$ cat config.mk
export PLATFORM = sky130hd
export DESIGN_NAME = add_sub_pipe
export DESIGN_NICKNAME = d
export VERILOG_FILES = /design/src/rtl/add_sub_pipe.sv
export SDC_FILE = /design/constraint.sdc
export NUM_CORES = 1
export LEC_CHECK = 0
export ABC_CLOCK_PERIOD_IN_PS = 3000
export BUFFER_PORTS_ARGS = -buffer_cell sky130_fd_sc_hd__buf_4
export CELL_PAD_IN_SITES_DETAIL_PLACEMENT = 2
export CELL_PAD_IN_SITES_GLOBAL_PLACEMENT = 2
export CORE_ASPECT_RATIO = 0.7
export CORE_MARGIN = 10
export CORE_UTILIZATION = 25
export CTS_BUF_LIST = sky130_fd_sc_hd__clkbuf_4 sky130_fd_sc_hd__clkbuf_8
export CTS_CLUSTER_DIAMETER = 40
export DETAILED_ROUTE_END_ITERATION = 6
export PLACE_DENSITY_LB_ADDON = 0.25
export SYNTH_ARGS = -nofsm -noshare
export SYNTH_HDL_FRONTEND = slang
export SYNTH_SLANG_ARGS = --single-unit
$ cat constraint.sdc
create_clock -name clk -period 3 [get_ports clk]
set_input_delay 0.3 -clock clk [delete_from_list [all_inputs] [get_ports clk]]
set_output_delay 0.3 -clock clk [all_outputs]
set_load 0.02 [all_outputs]
$ cat src/rtl/add_sub_pipe.sv
// Pipelined N-bit adder/subtractor: the carry chain is split into STAGES chunks
// of W bits, one chunk per register stage, with a valid/ready handshake on both ends.
`timescale 1ns/1ps

module add_sub_pipe #(
  parameter int N      = 32,
  parameter int STAGES = 4
) (
  input  logic         clk,
  input  logic         rst_n,
  input  logic         in_valid,
  output logic         in_ready,
  input  logic [N-1:0] a,
  input  logic [N-1:0] b,
  input  logic         sub,
  output logic         out_valid,
  input  logic         out_ready,
  output logic [N-1:0] out,
  output logic         cout,
  output logic         ovf,
  output logic         zero
);

  localparam int W = (STAGES >= 1) ? N / STAGES : N;

  if (STAGES < 1 || (N % STAGES) != 0) begin : g_bad_cfg
    $fatal(1, "add_sub_pipe: N (%0d) must be a positive multiple of STAGES (%0d)", N, STAGES);
  end

  logic                       adv;
  logic [STAGES-1:0]          valid_q, valid_d, src_valid;
  logic [STAGES-1:0][N-1:0]   a_q, a_d, src_a;
  logic [STAGES-1:0][N-1:0]   b_q, b_d, src_b;
  logic [STAGES-1:0][N-1:0]   res_q, res_d, src_res;
  logic [STAGES-1:0]          carry_q, carry_d, src_carry;
  logic                       ovf_q, ovf_d;
  logic                       zero_q, zero_d;
  logic [W:0]                 sum;

  assign adv      = !valid_q[STAGES-1] || out_ready;
  assign in_ready = adv;

  // Stage k is fed by register k-1; stage 0 is fed directly by the inputs
  // with b already inverted for subtraction and carry-in = sub.
  always_comb begin
    src_valid = '0;
    src_a     = '0;
    src_b     = '0;
    src_res   = '0;
    src_carry = '0;
    src_valid[0] = in_valid;
    src_a[0]     = a;
    src_b[0]     = b ^ {N{sub}};
    src_carry[0] = sub;
    for (int k = 1; k < STAGES; k++) begin
      src_valid[k] = valid_q[k-1];
      src_a[k]     = a_q[k-1];
      src_b[k]     = b_q[k-1];
      src_res[k]   = res_q[k-1];
      src_carry[k] = carry_q[k-1];
    end
  end

  // Data registers only load behind a valid token, so bubbles never disturb
  // the held result and idle operands cannot reach any output.
  always_comb begin
    valid_d = valid_q;
    a_d     = a_q;
    b_d     = b_q;
    res_d   = res_q;
    carry_d = carry_q;
    ovf_d   = ovf_q;
    zero_d  = zero_q;
    sum     = '0;
    if (adv) begin
      valid_d = src_valid;
      for (int k = 0; k < STAGES; k++) begin
        sum = {1'b0, src_a[k][k*W +: W]} + {1'b0, src_b[k][k*W +: W]} + {{W{1'b0}}, src_carry[k]};
        if (src_valid[k]) begin
          a_d[k]                = src_a[k];
          b_d[k]                = src_b[k];
          res_d[k]              = src_res[k];
          res_d[k][k*W +: W]    = sum[W-1:0];
          carry_d[k]            = sum[W];
          // Same-sign operands giving an opposite-sign result == carry into MSB xor carry out.
          if (k == STAGES - 1) begin
            ovf_d  = (src_a[k][N-1] == src_b[k][N-1]) && (sum[W-1] != src_a[k][N-1]);
            zero_d = (res_d[k] == '0);
          end
        end
      end
    end
  end

  always_ff @(posedge clk or negedge rst_n) begin
    if (!rst_n) begin
      valid_q <= '0;
      a_q     <= '0;
      b_q     <= '0;
      res_q   <= '0;
      carry_q <= '0;
      ovf_q   <= 1'b0;
      zero_q  <= 1'b0;
    end else begin
      valid_q <= valid_d;
      a_q     <= a_d;
      b_q     <= b_d;
      res_q   <= res_d;
      carry_q <= carry_d;
      ovf_q   <= ovf_d;
      zero_q  <= zero_d;
    end
  end

  assign out_valid = valid_q[STAGES-1];
  assign out       = res_q[STAGES-1];
  assign cout      = carry_q[STAGES-1];
  assign ovf       = ovf_q;
  assign zero      = zero_q;

  // Operand copies in the last stage have no consumer; they are kept only so
  // every stage has the same shape and synthesis trims them.
  logic unused_bits;
  assign unused_bits = ^{a_q[STAGES-1], b_q[STAGES-1]};

endmodule
==> Yosys cells after proc, flatten, opt, wreduce, memory -nomap -nowiden <==
Index checks and enable logic that the tools add are counted.
{ "op_classes": {"addsub": 8, "eq_ne": 2, "bitwise_logic": 1, "n_reduce_logical": 8} }
{ "ops": {"columns": ["cell", "n"], "rows": [
  ["8-bit by 8-bit adder with 9-bit output", 4],
  ["9-bit by 1-bit adder with 9-bit output", 4],
  ["32-bit zero test", 1],
  ["32-bit XOR", 1],
  ["2-bit AND reduction", 4],
  ["1-bit == test", 1],
  ["1-bit logical AND", 1],
  ["1-bit zero test", 1],
  ["1-bit logical OR", 1],
  ["1-bit != test", 1]
]} }
{ "word_totals": {"regBits": 282} }

==> Longest topological paths before layout <==
Gate-level depths: netlist (run 1).
{ "logic_depth": {"ltp_word": 4, "depth_mapped": 10, "depth_no_buf": 10} }

==> Worst setup path after synthesis (run 1) <==
Ideal clock, no wire load.
{ "synth_timing": {"path_kind": "input port to flip-flop", "startpoint": "input port sub", "endpoint": "register carry_q[0]", "setup_ns": 0.133, "arrival_time_ns": 2.128, "t_required_ns": 2.867, "slack_ns": 0.740, "stages": 10, "path_cell_list": "clkbuf_2 > buf_2 > xor2_1 > fa_1 > a21o_1 > a21oi_1 > o21ai_1 > a21o_1 > a211oi_1 > a21oi_1"} }
{ "synth_between": {"elab_chain_len": 3} }
{ "synth_rtl": {"columns": ["element", "line", "rtl"], "rows": [
  ["start, declared", "15", "input logic sub,"],
  ["32-bit XOR", "53", "src_b[0] = b ^ {N{sub}};"],
  ["8-bit by 8-bit adder with 9-bit output", "78", "sum = {1'b0, src_a[k][k*W +: W]} + {1'b0, src_b[k][k*W +: W]} + {{W{1'b0}}, src_carry[k]};"],
  ["9-bit by 1-bit adder with 9-bit output *", "78", null],
  ["end signal, assigned", "109", "carry_q <= carry_d;"],
  ["end, declared", "35", "logic [STAGES-1:0] carry_q, carry_d, src_carry;"]
]} }
Mark *: on every way between the ends. The rest lies on a longest branch, timed or not.
A chain may end at the register's enable or synchronous reset.

==> Worst setup path in the final report (run 1) <==
{ "layout_timing": {"startpoint": "register b_q[88] (netlist name)", "endpoint": "register zero_q (netlist: zero)"} }
{ "layout_between": {"elab_chain_len": 3} }
{ "layout_rtl": {"columns": ["element", "line", "rtl"], "rows": [
  ["start, declared", "33", "logic [STAGES-1:0][N-1:0] b_q, b_d, src_b;"],
  ["start signal, assigned", "99", "b_q <= '0;"],
  ["start signal, assigned", "107", "b_q <= b_d;"],
  ["8-bit by 8-bit adder with 9-bit output", "78", null],
  ["9-bit by 1-bit adder with 9-bit output", "78", null],
  ["32-bit zero test", "88", "zero_d = (res_d[k] == '0);"],
  ["end signal, assigned", "111", "zero_q <= zero_d;"],
  ["end, declared", "37", "logic zero_q, zero_d;"]
]} }
No other way between the ends.

==> results of run 1 <==
-- Yosys cell counts --
| cell | n | share of area [%] |
|---|---|---|
| buf_4 | 33 | 2.9 |
| a211oi_1 | 3 | 0.26 |
| buf_2 | 18 | 1.0 |
| o31ai_2 | 1 | 0.15 |
| nor4_1 | 4 | 0.29 |
| fa_1 | 7 | 1.6 |
| a31oi_1 | 1 | 0.073 |
| a21boi_1 | 2 | 0.17 |
| nor4_2 | 1 | 0.15 |
| nand2_1 | 66 | 2.9 |
| xnor2_1 | 35 | 3.6 |
| o21ba_2 | 1 | 0.12 |
| a21o_1 | 7 | 0.61 |
| o21bai_1 | 6 | 0.52 |
| o31ai_1 | 7 | 0.61 |
| mux2_2 | 126 | 16 |
| nor3_1 | 9 | 0.52 |
| a21oi_1 | 16 | 0.93 |
| or4_1 | 1 | 0.087 |
| inv_1 | 18 | 0.78 |
| and4b_1 | 1 | 0.12 |
| o21ai_0 | 44 | 2.6 |
| o21ai_1 | 9 | 0.52 |
| clkbuf_2 | 1 | 0.058 |
| nor4b_1 | 1 | 0.10 |
| nor2_1 | 13 | 0.57 |
| nand4_1 | 2 | 0.15 |
| o21a_1 | 6 | 0.52 |
| nand2b_1 | 3 | 0.22 |
| nor2b_1 | 5 | 0.36 |
| ha_1 | 28 | 4.1 |
| inv_2 | 1 | 0.044 |
| o211a_1 | 2 | 0.23 |
| clkbuf_1 | 8 | 0.35 |
| mux2i_1 | 1 | 0.12 |
| dfrtp_1 | 186 | 54 |
| nand3_1 | 4 | 0.23 |
| xor2_1 | 16 | 1.6 |
| a211oi_2 | 1 | 0.15 |
| mux2_4 | 1 | 0.17 |
| or3_1 | 2 | 0.15 |
-- through the flow --
stage / instances / hold WS, ns / utilization, %
2_1_floorplan: 697 / 0.00441 / -
5_1_grt: 1258 / 0.00558 / 30.3
4_1_cts: 1258 / 0.00824 / 30.3
3_5_place_dp: 1225 / 0.396 / 29.1
3_3_place_gp: 1225 / 0.389 / 29.1
6_report: 1258 / 0.0521 / 30.3
-- power breakdown --
| part | switching, W | internal, W | total [W] |
|---|---|---|---|
| clock | 0.00100 | 0.000703 | 0.00171 |
| combinational | 0.00235 | 0.00233 | 0.00468 |
| sequential | 0.000813 | 0.00362 | 0.00443 |
| total | 0.00417 | 0.00665 | 0.0108 |
-- kinds of logic after synthesis --
logic type,after synthesis,synth area share [%]
flip-flops,186,54.0
adder cells (fa/ha/maj),35,5.69
multiplexers,128,16.8
buffers and inverters,79,5.15
AO/OA/AOI/OAI,106,7.42
XOR/XNOR,51,5.18
AND/OR/NAND/NOR,112,5.81
-- sequential cells by signal (all words and copies together), names as in the netlist --
register and flops:
out 32, ovf 1, valid_q 4, carry_q 4
b_q 48, res_q 48, zero 1, a_q 48
-- critical path, stage by stage, from the launching register on --
cell and delay [ns]:
dfrtp_1 0.39, fa_1 0.23, inv_1 0.07, fa_1 0.50, nor4b_1 0.23, nand4_1 0.15, nor4_2 0.29, and4b_1 0.24
nand4_1 0.11, o31ai_2 0.18
-- worst max-delay path by stage --
stage          depth (start not counted)  startpoint  slack (ns)          to
2_1_floorplan                         10         sub        0.74  carry_q[0]
3_3_place_gp                           9     a_q[88]        0.63        zero
3_5_place_dp                           9     b_q[88]        0.57        zero
4_1_cts                                9     b_q[88]        0.55        zero
5_1_grt                               10      b_q[8]        0.36  carry_q[1]
6_report                               9     b_q[88]        0.54        zero
-- cell type report --
cell class	instances	area share (%)
Sequential cell	186	45.5
Clock inverter	14	1.49
Clock buffer	18	2.36
Inverter	19	0.697
Timing Repair Buffer	125	9.75
Tap cell	464	5.67
Multi-Input combinational cell	432	34.5
-- routing by layer --
layer	up-vias	share of wire (%)	global-route usage, %
li1	2546	-	-
met2	76	41	15.0
met1	2689	55	16.0
met4	0	1.1	3.21
met3	16	2.7	2.14
met5	-	0	0
-- what timing repair did --
action	4_1_cts	5_1_grt
hold endpoints to repair	74	0
buffers inserted	0	0
hold buffers	1	0
==> run summary, run 1 <==
status -> complete, no violations
cell area after layout -> 10200 sq um
die width -> 242 um
1st-iter DRT viols -> 299
Layout area overhead -> 18.7%
Startpoint Class -> register
Synth Instances -> 697
row count -> 56
Final min period -> 2.46 ns
detailed-route DRC error count -> 0
H-Tree Depth -> 4
latest clock arrival within the worst-skew pair -> 0.47 ns
post-synthesis cell type count -> 41
Seq cells post-synth -> 186
die area -> 42400 sq um
Worst Hold Class -> in2reg
multi-input logic area -> 3530 sq um
DP HPWL -> 17100 um
Tcrit/Tclk final -> 82.0%
peak supply drop -> 0.000306 V
setup TNS -> 0 ns
P per Cell Area -> 1060 nW/um^2
R2R depth -> 9
wire per inst -> 17.6 um
initial antenna violation count -> 0
Setup Crit Path Kind -> reg2reg
crit path DAT -> 2.85 ns
post-synthesis sequential area ratio -> 54.0%
relative slew slack -> 54.0%
most frequent cells in the layout -> dfrtp_1, mux2_2, buf_4
Die Ht -> 175 um
CTS tree -> done
total gr overflow -> 0
max-cap viol count -> 0
hold endpoint -> a_q[28]
# IOs -> 106
core area -> 33800 sq um
placed cell areas -> 9830 sq um
Resized Gates After CTS -> 0
detailed-route via count -> 5327
number of global-route vias before repair -> 5757
reg-to-reg critical path endpoint -> zero
setup ws final -> 0.541 ns
fill cell count -> 3631
Overall Power -> 0.0108 W
unrepaired setup endpoints after global routing -> false
Detailed Route WL -> 22100 um
ANT nets after route -> 0
WP data required -> 3.39 ns
Setup WS pre-CTS -> 0.568 ns
FF-to-FF Start -> b_q[88]
clock root buffer -> clkbuf_8
ant diodes -> 0
routability congestion estimate -> 0.732
syn_nets -> 801
layout cells sized above 1 -> 36.6%
Nets -> 885
fmax -> 407 MHz
Starting Density -> 25.5%
TritonRoute pass-1 iters -> 4
Via density -> 4.23
Fin. Hold Viols -> 0
Hold Path Cell Cnt -> 2
cell area after synthesis -> 8620 sq um
total CTS buffers -> 17
Mapped Avg Cell Area -> 12.4 sq um
Hold Startpoint -> a[28]
clock buffer depth -> 2
R2R setup slack -> 0.54 ns
number of setup violations in the final report -> 0
Lkg Pwr -> 4.62 nW
first-pass GRT wire length -> 35400 um
Sequential cell area -> 4650 sq um
clk sinks -> 186
final slew viol count -> 0
worst-path maximum fanout -> 2
largest net degree at the start of global routing -> 79
leading cell type in the layout, fill and taps excluded -> dfrtp_1
GRT Overall Usage -> 10.7%
YS warnings -> 0
# port buffers -> 105
Worst setup EP type -> register
post-route clock skew -> 0.0170 ns
clk slew on worst S/H paths -> 0.11 ns
Worst Max-Slew Pin Slew -> 0.689 ns
Power figures use the tool's default switching activity.
==> run 2: changes to the inputs <==
--- a/config.mk
+++ b/config.mk
@@ -5,7 +5,8 @@
 export SDC_FILE = /design/constraint.sdc
 export NUM_CORES = 1
 export LEC_CHECK = 0
-export ABC_CLOCK_PERIOD_IN_PS = 3000
+export ABC_AREA = 1
+export ABC_CLOCK_PERIOD_IN_PS = 2300
 export BUFFER_PORTS_ARGS = -buffer_cell sky130_fd_sc_hd__buf_4
 export CELL_PAD_IN_SITES_DETAIL_PLACEMENT = 2
 export CELL_PAD_IN_SITES_GLOBAL_PLACEMENT = 2
==> constraint.sdc (replaced) <==
create_clock -name clk -period 2.3 [get_ports clk]
set_input_delay 0.23 -clock clk [delete_from_list [all_inputs] [get_ports clk]]
set_output_delay 0.23 -clock clk [all_outputs]
set_load 0.02 [all_outputs]
==> run 2 against run 1 <==
Global-route usage grew 2.0 points. Worst hold slack lost 0.017 ns. Total power grew 25%. Die area grew 3.0%. Critical endpoint unchanged. Area after synthesis grew 3.3%. Critical path depth is the same. First-iteration DRC count grew 46%. Sequential power grew 23%. Cell count grew 28%. Highest routed layer unchanged.
==> run summary, run 2 <==
Detailed Route WL -> 26600 um (+20%)
Die Ht -> 178 um (+1.4%)
worst-path maximum fanout -> 3 (+1)
1st-iter DRT viols -> 438 (+46%)
GRT Overall Usage -> 12.6% (+2.0 points)
routability congestion estimate -> 0.769 (+5.0%)
syn_nets -> 1137 (+42%)
Worst Hold Class -> in2reg
max-cap viol count -> 0 (unchanged)
Post-synth top cells -> nand2_1, dfrtp_1, o21ai_0
setup TNS -> 0 ns (unchanged)
YS warnings -> 0 (unchanged)
leading cell type in the layout, fill and taps excluded -> nand2_1
Fin. Hold Viols -> 0 (unchanged)
relative slew slack -> 55.2% (+1.2 points)
setup ws final -> 0.367 ns (-0.174 ns)
clock root buffer -> clkbuf_8
total CTS buffers -> 17 (unchanged)
Seq cells post-synth -> 186 (unchanged)
Lkg Pwr -> 5.44 nW (+18%)
latest clock arrival within the worst-skew pair -> 0.49 ns (+0.02 ns)
final slew viol count -> 0 (unchanged)
clk slew on worst S/H paths -> 0.10 ns (about the same)
cell area after synthesis -> 8900 sq um (+3.3%)
number of global-route vias before repair -> 7437 (+29%)
CTS tree -> done
peak supply drop -> 0.000416 V (+36%)
core area -> 34900 sq um (+3.5%)
metal3 WL -> 1110 um (+88%)
# IOs -> 106 (unchanged)
R2R depth -> 9 (unchanged)
wire per inst -> 16.5 um (-5.8%)
unrepaired setup endpoints after global routing -> false
first-pass GRT wire length -> 43600 um (+23%)
largest net degree at the start of global routing -> 57 (-28%)
area leader, netlist -> dfrtp_1
Tcrit/Tclk final -> 84.0% (+2.1 points)
detailed-route DRC error count -> 0 (unchanged)
die area -> 43700 sq um (+3.0%)
Synth area leaders -> dfrtp_1, nand2_1, o21ai_0, ha_1, inv_1
initial antenna violation count -> 0 (unchanged)
P per Cell Area -> 1270 nW/um^2 (+20%)
total gr overflow -> 0 (unchanged)
fmax -> 517 MHz (+27%)
layout cells sized above 1 -> 14.2% (-22 points)
Setup WS pre-CTS -> 0.396 ns (-0.172 ns)
WL met1 -> 15100 um (+25%)
post-synthesis sequential area ratio -> 52.3% (-1.7 points)
share of the synthesized area in the top cell type -> 52.3% (-1.7 points)
# port buffers -> 105 (unchanged)
H-Tree Depth -> 4 (unchanged)
Detail Route met2 WL -> 10200 um (+11%)
Post-synth ARST share -> 100% (unchanged)
Worst setup EP type -> register
ANT nets after route -> 0 (unchanged)
ant diodes -> 0 (unchanged)
detailed-route via count -> 6776 (+27%)
most frequent cells in the layout -> nand2_1, dfrtp_1, buf_4
Hold Path Cell Cnt -> 3 (+1)
Mapped Avg Cell Area -> 8.62 sq um (-30%)
WP data required -> 2.67 ns (-0.72 ns)
FF-to-FF Start -> a_q[88]
number of setup violations in the final report -> 0 (unchanged)
Layout area overhead -> 19.9%
Worst Max-Slew Pin Slew -> 0.670 ns (-0.0190 ns)
Hold Startpoint -> b[21]
biggest regs -> a_q (48), b_q (48), res_q (48)
clock buffer depth -> 2 (unchanged)
Final min period -> 1.93 ns (-0.526 ns)
Starting Density -> 25.5% (-0.048 points)
fill cell count -> 3993 (+10%)
die width -> 246 um (+1.5%)
Via density -> 4.21 (-0.55%)
Startpoint Class -> register
hold endpoint -> b_q[21]
DP HPWL -> 20300 um (+19%)
Nets -> 1229 (+39%)
clk sinks -> 186 (unchanged)
post-route clock skew -> 0.0159 ns (-0.00114 ns)
Post-synth EDFFs -> 0 (unchanged)
reg-to-reg critical path endpoint -> zero
Synth Instances -> 1033 (+48%)
R2R setup slack -> 0.37 ns (-0.17 ns)
most common cell in the netlist -> nand2_1
crit path DAT -> 2.30 ns (-0.55 ns)
post-synthesis cell type count -> 34 (-17%)
row count -> 57 (+1.8%)
uppermost layer routed -> met4
Post-CTS Setup Bufs -> 0 (unchanged)
ys flop type -> dfrtp_1
status -> complete, no violations
TritonRoute pass-1 iters -> 4 (unchanged)
Setup Crit Path Kind -> reg2reg
[run 2: cell count changes in the layout (fill, tap and decap cells not counted), sizes merged, moves of 9 or more]
| cell | change |
|---|---|
| nand2 | +351 |
| mux2 | -127 |
| inv | +51 |
| o21ai | +41 |
| dlygate4sd3 | +24 |
| nor2 | +24 |
| nand3 | +21 |
| nand4 | +9 |
[run 2: repair_timing]
item | 4_1_cts | 5_1_grt
hold buffers | 25 | 0
endpoints found under the hold margin | 68 | 0
gates resized for setup | 0 | 0
[run 2: logic make-up after synthesis]
| logic type | share of synthesized area (%) |
|---|---|
| xor+xnor | 4.33 |
| buf+inv | 8.46 |
| simple gates | 22.1 |
| fa+ha+maj | 5.51 |
| flops | 52.3 |
| compound gates | 7.32 |
[run 2: cell type report]
| type | instances | area, sq um | share of cell area [%] |
|---|---|---|---|
| clock buffers | 21 | 283 | 2.65 |
| clock inverters | 10 | 166 | 1.56 |
| inverters | 77 | 289 | 2.71 |
| multi-input cells | 698 | 3500 | 32.8 |
| flip-flops and latches | 186 | 4650 | 43.6 |
| well taps | 472 | 591 | 5.53 |
| repair buffers | 145 | 1190 | 11.2 |
[run 2: worst max-delay path: stages, from the launching register on]
cell and delay (ns):
dfrtp_1 0.41, fa_1 0.47, inv_1 0.09, fa_1 0.43, nand4_1 0.11, nor2_1 0.05
nand3_1 0.07, nor2_1 0.04, nand3_1 0.10, nand2_1 0.05
[run 2: metrics by stage]
step | cells | power [W] | util (%) | instance area, sq um | hold WS (ns)
after floorplan | 1033 | 0.00920 | - | 8900 | -0.0656
after global placement | 1553 | 0.0110 | 28.6 | 9980 | 0.233
after detailed placement | 1553 | 0.0112 | 28.6 | 9980 | 0.227
after CTS | 1609 | 0.0138 | 30.6 | 10700 | 0.00908
after global routing | 1609 | 0.0149 | 30.6 | 10700 | 0.0175
final | 1609 | 0.0135 | 30.6 | 10700 | 0.0350
[run 2: per-layer routing]
metal / global-route usage [%] / vias up
li1: - / 3385
met1: 19.5 / 3289
met2: 17.0 / 87
met3: 3.23 / 15
met4: 2.62 / 0
met5: 0 / -
[run 2: worst max-delay path by stage]
stage | startpoint | end | slack (ns) | cells past startpoint
final | a_q[88] | zero | 0.37 | 9
after CTS | a_q[88] | zero | 0.34 | 10
after detailed placement | a_q[88] | zero | 0.40 | 9
after floorplan | a_q[88] | zero | 0.52 | 9
after global placement | a_q[88] | zero | 0.43 | 9
after global routing | a_q[88] | zero | 0.19 | 10
[run 2: power breakdown]
part	switching, W	total (W)	leakage [nW]	internal [W]
logic	0.00353	0.00554	2.90	0.00201
clock network	0.00126	0.00253	0.210	0.00128
registers	0.000878	0.00544	2.33	0.00456
==> run 3: changes to the inputs <==
--- a/config.mk
+++ b/config.mk
@@ -6,7 +6,7 @@
 export NUM_CORES = 1
 export LEC_CHECK = 0
 export ABC_AREA = 1
-export ABC_CLOCK_PERIOD_IN_PS = 2300
+export ABC_CLOCK_PERIOD_IN_PS = 1800
 export BUFFER_PORTS_ARGS = -buffer_cell sky130_fd_sc_hd__buf_4
 export CELL_PAD_IN_SITES_DETAIL_PLACEMENT = 2
 export CELL_PAD_IN_SITES_GLOBAL_PLACEMENT = 2
==> constraint.sdc (replaced) <==
create_clock -name clk -period 1.8 [get_ports clk]
set_input_delay 0.18 -clock clk [delete_from_list [all_inputs] [get_ports clk]]
set_output_delay 0.18 -clock clk [all_outputs]
set_load 0.02 [all_outputs]
==> run 3 against run 2 <==
The flow now finishes with violations (setup timing). Non-clock buffer count increased by 32. Sequential power grew 27%. Via count grew 2.2%. Register-to-register slack got worse by 0.39 ns. Setup slack worse by 0.39 ns. Routed wire length is 0.95% higher. Combinational power increased by 40%. Largest power group unchanged.
==> run summary, run 3 (same netlist as run 2, synthesis figures left out) <==
Hold Path Cell Cnt -> 3 (unchanged)
max-cap viol count -> 0 (unchanged)
Overall Power -> 0.0175 W (+29%)
P per Cell Area -> 1580 nW/um^2 (+25%)
GRT Overall Usage -> 12.5% (-0.092 points)
most frequent cells in the layout -> nand2_1, dfrtp_1, buf_4
CP delay by family, top -> adder cells
Fin. Hold Viols -> 0 (unchanged)
die width -> 246 um (unchanged)
Detailed Route WL -> 26900 um (+0.95%)
1st-iter DRT viols -> 343 (-22%)
Worst Max-Slew Pin Slew -> 0.692 ns (+0.0219 ns)
Startpoint Class -> register
worst path bufs/invs -> 1 (unchanged)
Layout area overhead -> 24.1%
unrepaired setup endpoints after global routing -> true
wire per inst -> 16.4 um (-1.1%)
total CTS buffers -> 17 (unchanged)
H-Tree Depth -> 4 (unchanged)
number of setup violations in the final report -> 1 (+1)
# IOs -> 106 (unchanged)
Nets -> 1261 (+2.6%)
clk sinks -> 186 (unchanged)
first-pass GRT wire length -> 43400 um (-0.44%)
total gr overflow -> 0 (unchanged)
number of global-route vias before repair -> 7626 (+2.5%)
slowest CP cell -> fa_2
hold slack -> 0.0295 ns (-0.00546 ns)
row count -> 57 (unchanged)
multi-input logic area -> 3620 sq um (+3.4%)
# port buffers -> 105 (unchanged)
largest net degree at the start of global routing -> 52 (-8.8%)
crit-path cells -> fa_2 > inv_2 > fa_2 > nand4_1 > nor2_1 > nand3_1 > nor2_1 > nand3_1 > nand2_1
fmax -> 548 MHz (+5.9%)
setup ws final -> -0.0256 ns (-0.393 ns)
initial antenna violation count -> 0 (unchanged)
Sequential cell area -> 4650 sq um (unchanged)
status -> complete, but fails checks
Lkg Pwr -> 5.56 nW (+2.3%)
R2R depth -> 9 (unchanged)
worst-path maximum fanout -> 2 (-1)
leading cell type in the layout, fill and taps excluded -> nand2_1
Setup WS pre-CTS -> -0.131 ns (-0.527 ns)
layout cells sized above 1 -> 18.6% (+4.4 points)
Via density -> 4.22 (+0.13%)
relative slew slack -> 53.8% (-1.5 points)
Die Ht -> 178 um (unchanged)
Setup Crit Path Kind -> reg2reg
TritonRoute pass-1 iters -> 4 (unchanged)
Tcrit/Tclk final -> 101% (+17 points)
ANT nets after route -> 0 (unchanged)
final slew viol count -> 0 (unchanged)
DP Cell Count -> 1560 (+0.45%)
core area -> 34900 sq um (unchanged)
Final min period -> 1.83 ns (-0.107 ns)
Core Util, Final -> 31.6% (+1.1 points)
ant diodes -> 0 (unchanged)
latest clock arrival within the worst-skew pair -> 0.48 ns (about the same)
Stages on worst setup path -> 9 (unchanged)
Worst Hold Class -> in2reg
detailed-route via count -> 6924 (+2.2%)
failing checks -> setup timing
WP data required -> 2.19 ns (-0.48 ns)
biggest regs -> a_q (48), b_q (48), res_q (48)
routability congestion estimate -> 0.784 (+2.0%)
die area -> 43700 sq um (unchanged)
Worst path max stage delay -> 0.43 ns (-0.04 ns)
CTS tree -> done
Worst setup EP type -> register
detailed-route DRC error count -> 0 (unchanged)
number of cells in the finished layout apart from fillers -> 1642 (+2.1%)
clock root buffer -> clkbuf_8
R2R setup slack -> -0.03 ns (-0.39 ns)
fill cell count -> 4022 (+0.73%)
post-route clock skew -> 0.0169 ns (+0.00103 ns)
crit path DAT -> 2.21 ns (-0.09 ns)
clk slew on worst S/H paths -> 0.11 ns (about the same)
Starting Density -> 25.5% (unchanged)
peak supply drop -> 0.000519 V (+25%)
DP HPWL -> 20100 um (-0.88%)
clock buffer depth -> 2 (unchanged)
==> run 3: cell count changes in the layout (fill, tap and decap cells not counted), sizes merged <==
cell,previous run,this run
bufinv,4,1
inv,77,79
clkinv,1,6
clkinvlp,5,4
clkbuf,22,20
dlygate4sd3,25,44
buf,119,132
==> run 3: stage by stage <==
| step | instance area (sq um) | setup TNS [ns] |
|---|---|---|
| 2_1_floorplan | 8900 | 0 |
| 3_5_place_dp | 10100 | -0.365 |
| 4_1_cts | 10900 | -0.0356 |
| 6_report | 11000 | -0.0256 |
| 3_3_place_gp | 10100 | -0.0818 |
| 5_1_grt | 11000 | -0.375 |
==> run 3: area by class of cell <==
cell class | instances | area share (%)
Clock inverter | 13 | 1.08
Clock buffer | 19 | 2.31
Inverter | 77 | 2.62
Sequential cell | 186 | 42.1
Timing Repair Buffer | 177 | 13.8
Multi-Input combinational cell | 698 | 32.7
Tap cell | 472 | 5.34
==> run 3: power breakdown <==
group	internal, W	switching [W]
clock	0.00115	0.00163
combinational	0.00298	0.00477
sequential	0.00583	0.00110
total	0.00996	0.00750
==> run 3: repair_timing <==
item / 4_1_cts / 5_1_grt
pin swaps: 2 / 16
gates resized for setup: 10 / 38
hold buffers: 43 / 1
endpoints found under the hold margin: 228 / 1
setup endpoints to repair: 9 / 15
setup buffers: 4 / 2
==> run 3: worst paths after layout <==
| kind | from | endpoint |
|---|---|---|
| setup reg to reg | a_q[88] | zero |
| max in group asynchronous | rst_n | b_q[54] |
| hold reg to reg | out[3] | out[3] |
| hold / removal | b[14] | b_q[14] |
| min in group asynchronous | rst_n | res_q[43] |
| setup / recovery | a_q[88] | zero |
==> run 3: worst register-to-register path: stages (launching register included) <==
cell and delay [ns]:
dfrtp_1 0.42, fa_2 0.41, inv_2 0.06, fa_2 0.43, nand4_1 0.11, nor2_1 0.05
nand3_1 0.08, nor2_1 0.04, nand3_1 0.08, nand2_1 0.05
==> run 3: metal layers <==
| layer | track usage (%) | routed length, um | vias up |
|---|---|---|---|
| met5 | 0 | 0 | - |
| met4 | 2.62 | 221 | 0 |
| met3 | 2.94 | 1050 | 11 |
| met2 | 17.2 | 10500 | 94 |
| met1 | 19.2 | 15100 | 3366 |
| li1 | - | - | 3453 |
